$ cat src/rtl/nfc_flash_target.sv
`default_nettype none
// ============================================================================
// Module   : nfc_flash_target
// Brief    : Device side of the NAND flash pins. Decodes controller strobes and
//            answers status / ID / page-read, accepts page-program.
// Revision : 1.0 - initial release
// ============================================================================
module nfc_flash_target #(
    parameter int          PAGE_BYTES = 64,
    parameter int          COL_CYC    = 2,
    parameter int          ROW_CYC    = 3,
    parameter int          T_RD       = 40,
    parameter int          T_PROG     = 100,
    parameter int          T_RST      = 20,
    parameter logic [39:0] ID_WORD    = 40'hEC_D3_51_95_58
) (
    input  logic       nfc_clk,
    input  logic       rstb_nfc,
    input  logic       nf_ceb_i,
    input  logic       nf_cle_i,
    input  logic       nf_ale_i,
    input  logic       nf_web_i,
    input  logic       nf_reb_i,
    input  logic       nf_wpb_i,
    input  logic [7:0] nf_dat_i,
    output logic [7:0] dev_dat_o,
    output logic       dev_dat_oe,
    output logic       nf_rnb_o
);

    localparam int c_aw   = $clog2(PAGE_BYTES);
    localparam int c_acyc = COL_CYC + ROW_CYC;

    typedef enum logic [2:0] {
        S_IDLE      = 3'd0,
        S_ADDR      = 3'd1,
        S_WAIT_CONF = 3'd2,
        S_DIN       = 3'd3,
        S_BUSY      = 3'd4,
        S_DOUT      = 3'd5
    } state_t;

    typedef enum logic [1:0] {
        SEL_STATUS = 2'd0,
        SEL_ID     = 2'd1,
        SEL_PAGE   = 2'd2
    } sel_t;

    typedef enum logic [1:0] {
        OP_ID   = 2'd0,
        OP_READ = 2'd1,
        OP_PROG = 2'd2,
        OP_RST  = 2'd3
    } op_t;

    state_t            r_state;
    sel_t              r_sel;
    op_t               r_op;
    logic              r_web_q;
    logic              r_reb_q;
    logic [7:0]        r_dat_q;
    logic              r_wev;
    logic              r_wcle;
    logic              r_wale;
    logic [7:0]        r_wbyte;
    logic              r_rev;
    logic [3:0]        r_acnt;
    logic [c_aw-1:0]   r_col_ptr;
    logic [2:0]        r_id_ptr;
    logic [15:0]       r_cnt;
    logic              r_rnb;
    logic              r_fail;
    logic              r_stat_rd;
    logic              r_oe;
    logic [7:0]        r_dout;
    logic [7:0]        r_buf   [PAGE_BYTES];
    logic [7:0]        r_stage [PAGE_BYTES];
    logic [PAGE_BYTES-1:0] r_mask;

    logic              w_web_edge;
    logic              w_reb_edge;
    logic              w_cmd;
    logic              w_addr;
    logic              w_data;
    logic              w_busy_cont;
    logic              w_out_mode;
    logic [c_aw-1:0]   w_col_new;
    logic [7:0]        w_id_byte;
    logic [7:0]        w_dout;

    assign w_web_edge  = !nf_ceb_i && !r_web_q && nf_web_i;
    assign w_reb_edge  = !nf_ceb_i && !r_reb_q && nf_reb_i;
    assign w_cmd       = r_wev && r_wcle && !r_wale;
    assign w_addr      = r_wev && !r_wcle && r_wale;
    assign w_data      = r_wev && !r_wcle && !r_wale;
    assign w_busy_cont = (r_state == S_BUSY) && (r_cnt != '0);
    assign w_out_mode  = (r_state == S_DOUT) || ((r_state == S_BUSY) && r_stat_rd);

    // Column bytes arrive little-endian; splice the current byte into the pointer.
    // Row bytes are only counted: there is a single page, so they select nothing.
    always_comb begin
        w_col_new = r_col_ptr;
        for (int j = 0; j < c_aw; j++) begin
            if (int'(r_acnt) < COL_CYC && (j / 8) == int'(r_acnt)) begin
                w_col_new[j] = r_wbyte[j % 8];
            end
        end
    end

    always_comb begin
        case (r_id_ptr)
            3'd0:    w_id_byte = ID_WORD[39:32];
            3'd1:    w_id_byte = ID_WORD[31:24];
            3'd2:    w_id_byte = ID_WORD[23:16];
            3'd3:    w_id_byte = ID_WORD[15:8];
            default: w_id_byte = ID_WORD[7:0];
        endcase
    end

    always_comb begin
        case (r_sel)
            SEL_ID:   w_dout = w_id_byte;
            SEL_PAGE: w_dout = r_buf[r_col_ptr];
            default:  w_dout = {nf_wpb_i, r_rnb, 5'b0, r_fail};
        endcase
    end

    always_ff @(posedge nfc_clk) begin
        if (!rstb_nfc) begin
            r_state   <= S_IDLE;
            r_sel     <= SEL_STATUS;
            r_op      <= OP_ID;
            r_web_q   <= 1'b1;
            r_reb_q   <= 1'b1;
            r_dat_q   <= 8'h00;
            r_wev     <= 1'b0;
            r_wcle    <= 1'b0;
            r_wale    <= 1'b0;
            r_wbyte   <= 8'h00;
            r_rev     <= 1'b0;
            r_acnt    <= '0;
            r_col_ptr <= '0;
            r_id_ptr  <= '0;
            r_cnt     <= '0;
            r_rnb     <= 1'b1;
            r_fail    <= 1'b0;
            r_stat_rd <= 1'b0;
            r_oe      <= 1'b0;
            r_dout    <= 8'h00;
            r_mask    <= '0;
            for (int i = 0; i < PAGE_BYTES; i++) begin
                r_buf[i]   <= 8'(i);
                r_stage[i] <= 8'h00;
            end
        end else begin
            r_web_q <= nf_web_i;
            r_reb_q <= nf_reb_i;
            r_dat_q <= nf_dat_i;
            r_wev   <= w_web_edge;
            r_wcle  <= nf_cle_i;
            r_wale  <= nf_ale_i;
            r_wbyte <= r_dat_q;
            r_rev   <= w_reb_edge;
            r_oe    <= !nf_ceb_i && !nf_reb_i && w_out_mode;
            if (w_out_mode) begin
                r_dout <= w_dout;
            end

            if (r_state == S_BUSY) begin
                if (r_cnt == '0) begin
                    r_rnb     <= 1'b1;
                    r_stat_rd <= 1'b0;
                    case (r_op)
                        OP_PROG: begin
                            for (int i = 0; i < PAGE_BYTES; i++) begin
                                if (r_mask[i]) begin
                                    r_buf[i] <= r_stage[i];
                                end
                            end
                            r_mask  <= '0;
                            r_state <= S_IDLE;
                        end
                        OP_READ: begin
                            r_sel   <= SEL_PAGE;
                            r_state <= S_DOUT;
                        end
                        default: r_state <= S_IDLE;
                    endcase
                end else begin
                    r_cnt <= r_cnt - 16'd1;
                end
            end

            if (w_cmd) begin
                if (r_wbyte == 8'hFF) begin
                    r_state   <= S_BUSY;
                    r_op      <= OP_RST;
                    r_cnt     <= 16'(T_RST - 1);
                    r_rnb     <= 1'b0;
                    r_fail    <= 1'b0;
                    r_mask    <= '0;
                    r_stat_rd <= 1'b0;
                end else if (r_wbyte == 8'h70) begin
                    r_sel <= SEL_STATUS;
                    if (w_busy_cont) begin
                        r_stat_rd <= 1'b1;
                    end else begin
                        r_state <= S_DOUT;
                    end
                end else if (!w_busy_cont) begin
                    case (r_wbyte)
                        8'h90: begin
                            r_op    <= OP_ID;
                            r_acnt  <= '0;
                            r_state <= S_ADDR;
                        end
                        8'h00: begin
                            r_op    <= OP_READ;
                            r_acnt  <= '0;
                            r_state <= S_ADDR;
                        end
                        8'h80: begin
                            r_op    <= OP_PROG;
                            r_acnt  <= '0;
                            r_mask  <= '0;
                            r_state <= S_ADDR;
                        end
                        8'h30: begin
                            if (r_state == S_WAIT_CONF) begin
                                r_state <= S_BUSY;
                                r_op    <= OP_READ;
                                r_cnt   <= 16'(T_RD - 1);
                                r_rnb   <= 1'b0;
                            end else begin
                                r_state <= S_IDLE;
                            end
                        end
                        8'h10: begin
                            if (r_state == S_DIN) begin
                                r_state <= S_BUSY;
                                r_op    <= OP_PROG;
                                r_cnt   <= 16'(T_PROG - 1);
                                r_rnb   <= 1'b0;
                                r_fail  <= !nf_wpb_i;
                                // A protected page keeps its contents: drop the staged bytes.
                                if (!nf_wpb_i) begin
                                    r_mask <= '0;
                                end
                            end else begin
                                r_state <= S_IDLE;
                            end
                        end
                        default: r_state <= S_IDLE;
                    endcase
                end
            end else if (w_addr && r_state == S_ADDR) begin
                if (r_op == OP_ID) begin
                    r_sel    <= SEL_ID;
                    r_id_ptr <= '0;
                    r_state  <= S_DOUT;
                end else begin
                    r_col_ptr <= w_col_new;
                    r_acnt    <= r_acnt + 4'd1;
                    if (int'(r_acnt) == c_acyc - 1) begin
                        r_state <= (r_op == OP_READ) ? S_WAIT_CONF : S_DIN;
                    end
                end
            end else if (w_data && r_state == S_DIN) begin
                r_stage[r_col_ptr] <= r_wbyte;
                r_mask[r_col_ptr]  <= 1'b1;
                r_col_ptr          <= r_col_ptr + c_aw'(1);
            end

            if (r_rev && r_state == S_DOUT) begin
                if (r_sel == SEL_PAGE) begin
                    r_col_ptr <= r_col_ptr + c_aw'(1);
                end else if (r_sel == SEL_ID && r_id_ptr < 3'd4) begin
                    r_id_ptr <= r_id_ptr + 3'd1;
                end
            end
        end
    end

    assign dev_dat_o  = r_dout;
    assign dev_dat_oe = r_oe;
    assign nf_rnb_o   = r_rnb;

endmodule
`default_nettype wire
$ cat config.mk
export PLATFORM = sky130hd
export DESIGN_NAME = nfc_flash_target
export DESIGN_NICKNAME = d
export VERILOG_FILES = /design/src/rtl/nfc_flash_target.sv
export SDC_FILE = /design/constraint.sdc
export NUM_CORES = 2
export LEC_CHECK = 0
export ABC_AREA = 1
export CAP_MARGIN = 30
export CORE_ASPECT_RATIO = 1.4
export CORE_MARGIN = 2
export CORE_UTILIZATION = 40
export DETAILED_ROUTE_END_ITERATION = 16
export PLACE_DENSITY = 0.65
export SYNTH_ARGS = -nofsm -noshare
export SYNTH_HDL_FRONTEND = slang
export SYNTH_SLANG_ARGS = --single-unit
$ cat constraint.sdc
create_clock -name nfc_clk -period 3.4 [get_ports nfc_clk]
set_clock_uncertainty 0.15 [all_clocks]
set_input_delay 1.02 -clock nfc_clk [delete_from_list [all_inputs] [get_ports nfc_clk]]
set_output_delay 1.02 -clock nfc_clk [all_outputs]
set_load 0.01 [all_outputs]
==> impl_metrics.env <==
export IMPL_cp_max_fo=21
export IMPL_crit_type="reg -> reg"
export IMPL_cts_max_level=3
export IMPL_numPortBuffers=25
export IMPL_pwr_share_comb_pct=3.4
export IMPL_cp_end_kind="flop"
export IMPL_cts_tree="done"
export IMPL_min_period_ns=3.190
export IMPL_syn_area_um2=50360
export IMPL_finalHoldViolations=0
export IMPL_ioPinCount=26
export IMPL_syn_nets=5131
export IMPL_rows=154
export IMPL_gp_congestion=0.9223
export IMPL_synth_edf_count=1024
export IMPL_drtPass1Iterations=5
export IMPL_required_ns=3.63
export IMPL_synth_top_area_share_pct=61.06
export IMPL_synth_flop_cell="edfxtp_1"
export IMPL_wl_per_cell_um=19.27
export IMPL_clkLatencyLatePin_ns=0.73
export IMPL_fmax_mhz=313.5
export IMPL_rrSetupSlack_ns=0.21
export IMPL_holdBufCountCts=0
export IMPL_synth_avg_cell_area_um2=9.869
export IMPL_cts_buffers=102
export IMPL_synthTopCellsByCount="nand2_1 (1,378), edfxtp_1 (1,024), nor2_1 (847)"
export IMPL_core_area_um2=125400
export IMPL_p_leak_nw=22.71
export IMPL_fp_dieW_um=303.9
export IMPL_slew_viol_final=0
export IMPL_run_status="finished clean"
export IMPL_grt_max_degree=124
export IMPL_worstMarginPinSlew_ns=0.9948
export IMPL_initial_core_util_pct=40.15
export IMPL_synth_area_leaders="edfxtp_1 (61%), nand2_1 (10%), nor2_1 (6.3%), dfxtp_1 (5.3%), inv_1 (3.8%)"
export IMPL_seq_area_frac_synth_pct=66.38
export IMPL_min_delay_path_class="reg -> reg"
export IMPL_min_from="r_reb_q$_SDFF_PN1_"
export IMPL_r2r_start="r_col_ptr[1]$_SDFF_PN0_"
export IMPL_async_reset_ff_share_pct=0
export IMPL_grt_pass1_wl_um=199800
export IMPL_cts_buffer_depth=3
export IMPL_rsz0062_at_grt="no"
export IMPL_dieArea_um2=128800
export IMPL_r2r_end="r_stage[25][3]$_SDFFCE_PN0P_"
export IMPL_hpwlAfterDp_um=85070
export IMPL_grt_pass1_vias=34020
export IMPL_relSlewSlack_pct=33.68
export IMPL_peakVddDrop_mv=0.4615
export IMPL_ant_nets=0
export IMPL_yosys_warnings=0
export IMPL_power_density_nw_per_um2=511.4
export IMPL_post_route_period_util_pct=93.82
export IMPL_crit_start="r_col_ptr[1]$_SDFF_PN0_"
export IMPL_vias=34410
export IMPL_maxCapViolCount=0
export IMPL_yosysMostFrequentCell="nand2_1"
export IMPL_max_stage_delay_ns=0.67
export IMPL_cts_setup_buffers=0
export IMPL_post_cts_resized=0
export IMPL_grt_use_total_pct=20.55
export IMPL_nets=5188
export IMPL_num_antenna_cells=0
export IMPL_p_int_w=0.02289
export IMPL_setup_violations=0
export IMPL_clkTransAtPathRegs_ns=0.07
export IMPL_clockPowerShare_pct=41.3
export IMPL_drc=0
export IMPL_antenna_found_initial=1
export IMPL_arrival_ns=3.42
export IMPL_routed_wl_um=132600
export IMPL_setup_tns_ns=0
export IMPL_reg2reg_depth=7
export IMPL_synth_seq_cells=1158
export IMPL_cp_start_kind="flop"
export IMPL_crit_top_cell="inv_2"
export IMPL_cts_sinks=1158
export IMPL_fin_hold_ws_ns=0.2469
export IMPL_drt_iter0_drc=3394
export IMPL_yosysUniqueCellTypes=45
export IMPL_crit_path_top_delay_cell="nor2_4"
export IMPL_synthCells=5103
export IMPL_drive_gt1_share_pct=12.31
export IMPL_root_buffer="clkbuf_16"
export IMPL_area_growth_pct=12.46
export IMPL_die_h_um=423.8
export IMPL_seqPwrFrac_pct=55.3
export IMPL_synth_top_area_cell="edfxtp_1"
export IMPL_p_sw_w=0.006073
export IMPL_worstPathCellList="nor2_4 > inv_1 > nor2_1 > inv_2 > nor3_1 > inv_2 > nand2_1"
export IMPL_worstSetupEndpoint="r_stage[25][3]$_SDFFCE_PN0P_"
export IMPL_p_sw_share_pct=20.97
export IMPL_grt_overflow_total=0
export IMPL_via_per_inst=4.999
## worst min-delay path by stage
| stage | endpoint | slack [ns] | cells after the start |
|---|---|---|---|
| after global routing | r_rev$_SDFF_PN0_ | 0.26 | 1 |
| final | r_rev$_SDFF_PN0_ | 0.25 | 1 |
| after global placement | r_rev$_SDFF_PN0_ | 0.24 | 1 |
| after detailed placement | r_wev$_SDFF_PN0_ | 0.24 | 1 |
| after CTS | r_rev$_SDFF_PN0_ | 0.25 | 1 |
| after floorplan | r_rev$_SDFF_PN0_ | 0.22 | 1 |
## through the flow
step	total power, W	cell area (µm²)	setup WS (ns)	std cells	util [%]
after floorplan	0.01688	50360	0.6770	5103	-
after global placement	0.01728	53200	0.1712	6693	42.41
after detailed placement	0.01731	53210	0.1954	6694	42.42
after CTS	0.02912	56640	0.1649	6884	45.15
after global routing	0.02977	56640	0.1505	6884	45.15
final	0.02897	56640	0.2100	6884	45.15
## state kept, by name, summed over array words and instances, names as in the netlist, 4 cells and up
signal and flops:
r_acnt 4, r_mask 64, r_dat_q 8, r_col_ptr 6, r_stage 512, r_buf 512, r_cnt 16, dev_dat_o 8
r_wbyte 8
## cells by family after synthesis
kind of cell | Yosys count | share of synthesized area, %
AOI/OAI and AO/OA | 284 | 3.133
xor gates and xnor gates | 15 | 0.2608
adders and majority gates | 12 | 0.2981
buffers and inverters | 866 | 6.745
DFF | 1158 | 66.38
and+or+nand+nor | 2768 | 23.18
## worst max-delay path, delay by kind of cell (launching register included)
family | cells | cell delay [ns]
and+or+nand+nor | 4 | 1.70
buffers and inverters | 3 | 0.54
DFF | 1 | 0.45
## cell usage in the layout (no fill, tap or decap), types with 8 or more instances in the layout
cell | synthesis | routed
nand2_1 | 1378 | 1378
edfxtp_1 | 1024 | 1024
nor2_1 | 847 | 845
inv_1 | 515 | 509
nand3_1 | 178 | 178
buf_4 | 5 | 165
or2_2 | 146 | 146
dfxtp_1 | 134 | 131
o21ai_0 | 120 | 120
clkbuf_16 | 0 | 105
a21oi_1 | 97 | 97
or2_1 | 83 | 83
inv_2 | 85 | 81
nor3_1 | 56 | 56
nor3_2 | 38 | 38
o211ai_1 | 38 | 38
clkinv_2 | 0 | 28
clkinv_1 | 11 | 27
clkdlybuf4s50_1 | 0 | 24
buf_12 | 0 | 17
clkbuf_1 | 158 | 15
o21ai_1 | 13 | 13
ha_1 | 12 | 12
bufinv_16 | 0 | 12
nand4_1 | 11 | 11
xor2_1 | 10 | 10
nor2_2 | 9 | 9
clkbuf_8 | 0 | 8
## area by class of cell
type,count,area (µm²)
flip-flops and latches,1158,33440
clock buffers,130,2804
fillers,11450,68800
well taps,1638,2049
clock inverters,60,630.6
inverters,611,2313
multi-input cells,3079,13560
repair buffers,208,1839
## power groups by stage
stage	logic, W	registers, W	clock network [W]
after floorplan	0.000602	0.0163	0
after global placement	0.000965	0.0163	0
after detailed placement	0.000982	0.0163	0
after CTS	0.000986	0.0160	0.0121
after global routing	0.00108	0.0161	0.0126
final	0.000985	0.0160	0.0120
## metal layers
layer / track usage [%] / up-vias / part of all wire (%)
met2: 36.64 / 1237 / 50
met5: 0 / - / 0
met1: 23.50 / 16410 / 37
li1: - / 16430 / -
met3: 2.822 / 330 / 6.8
met4: 12.25 / 0 / 6.2
No activity file was read; power rests on OpenSTA's default activity.
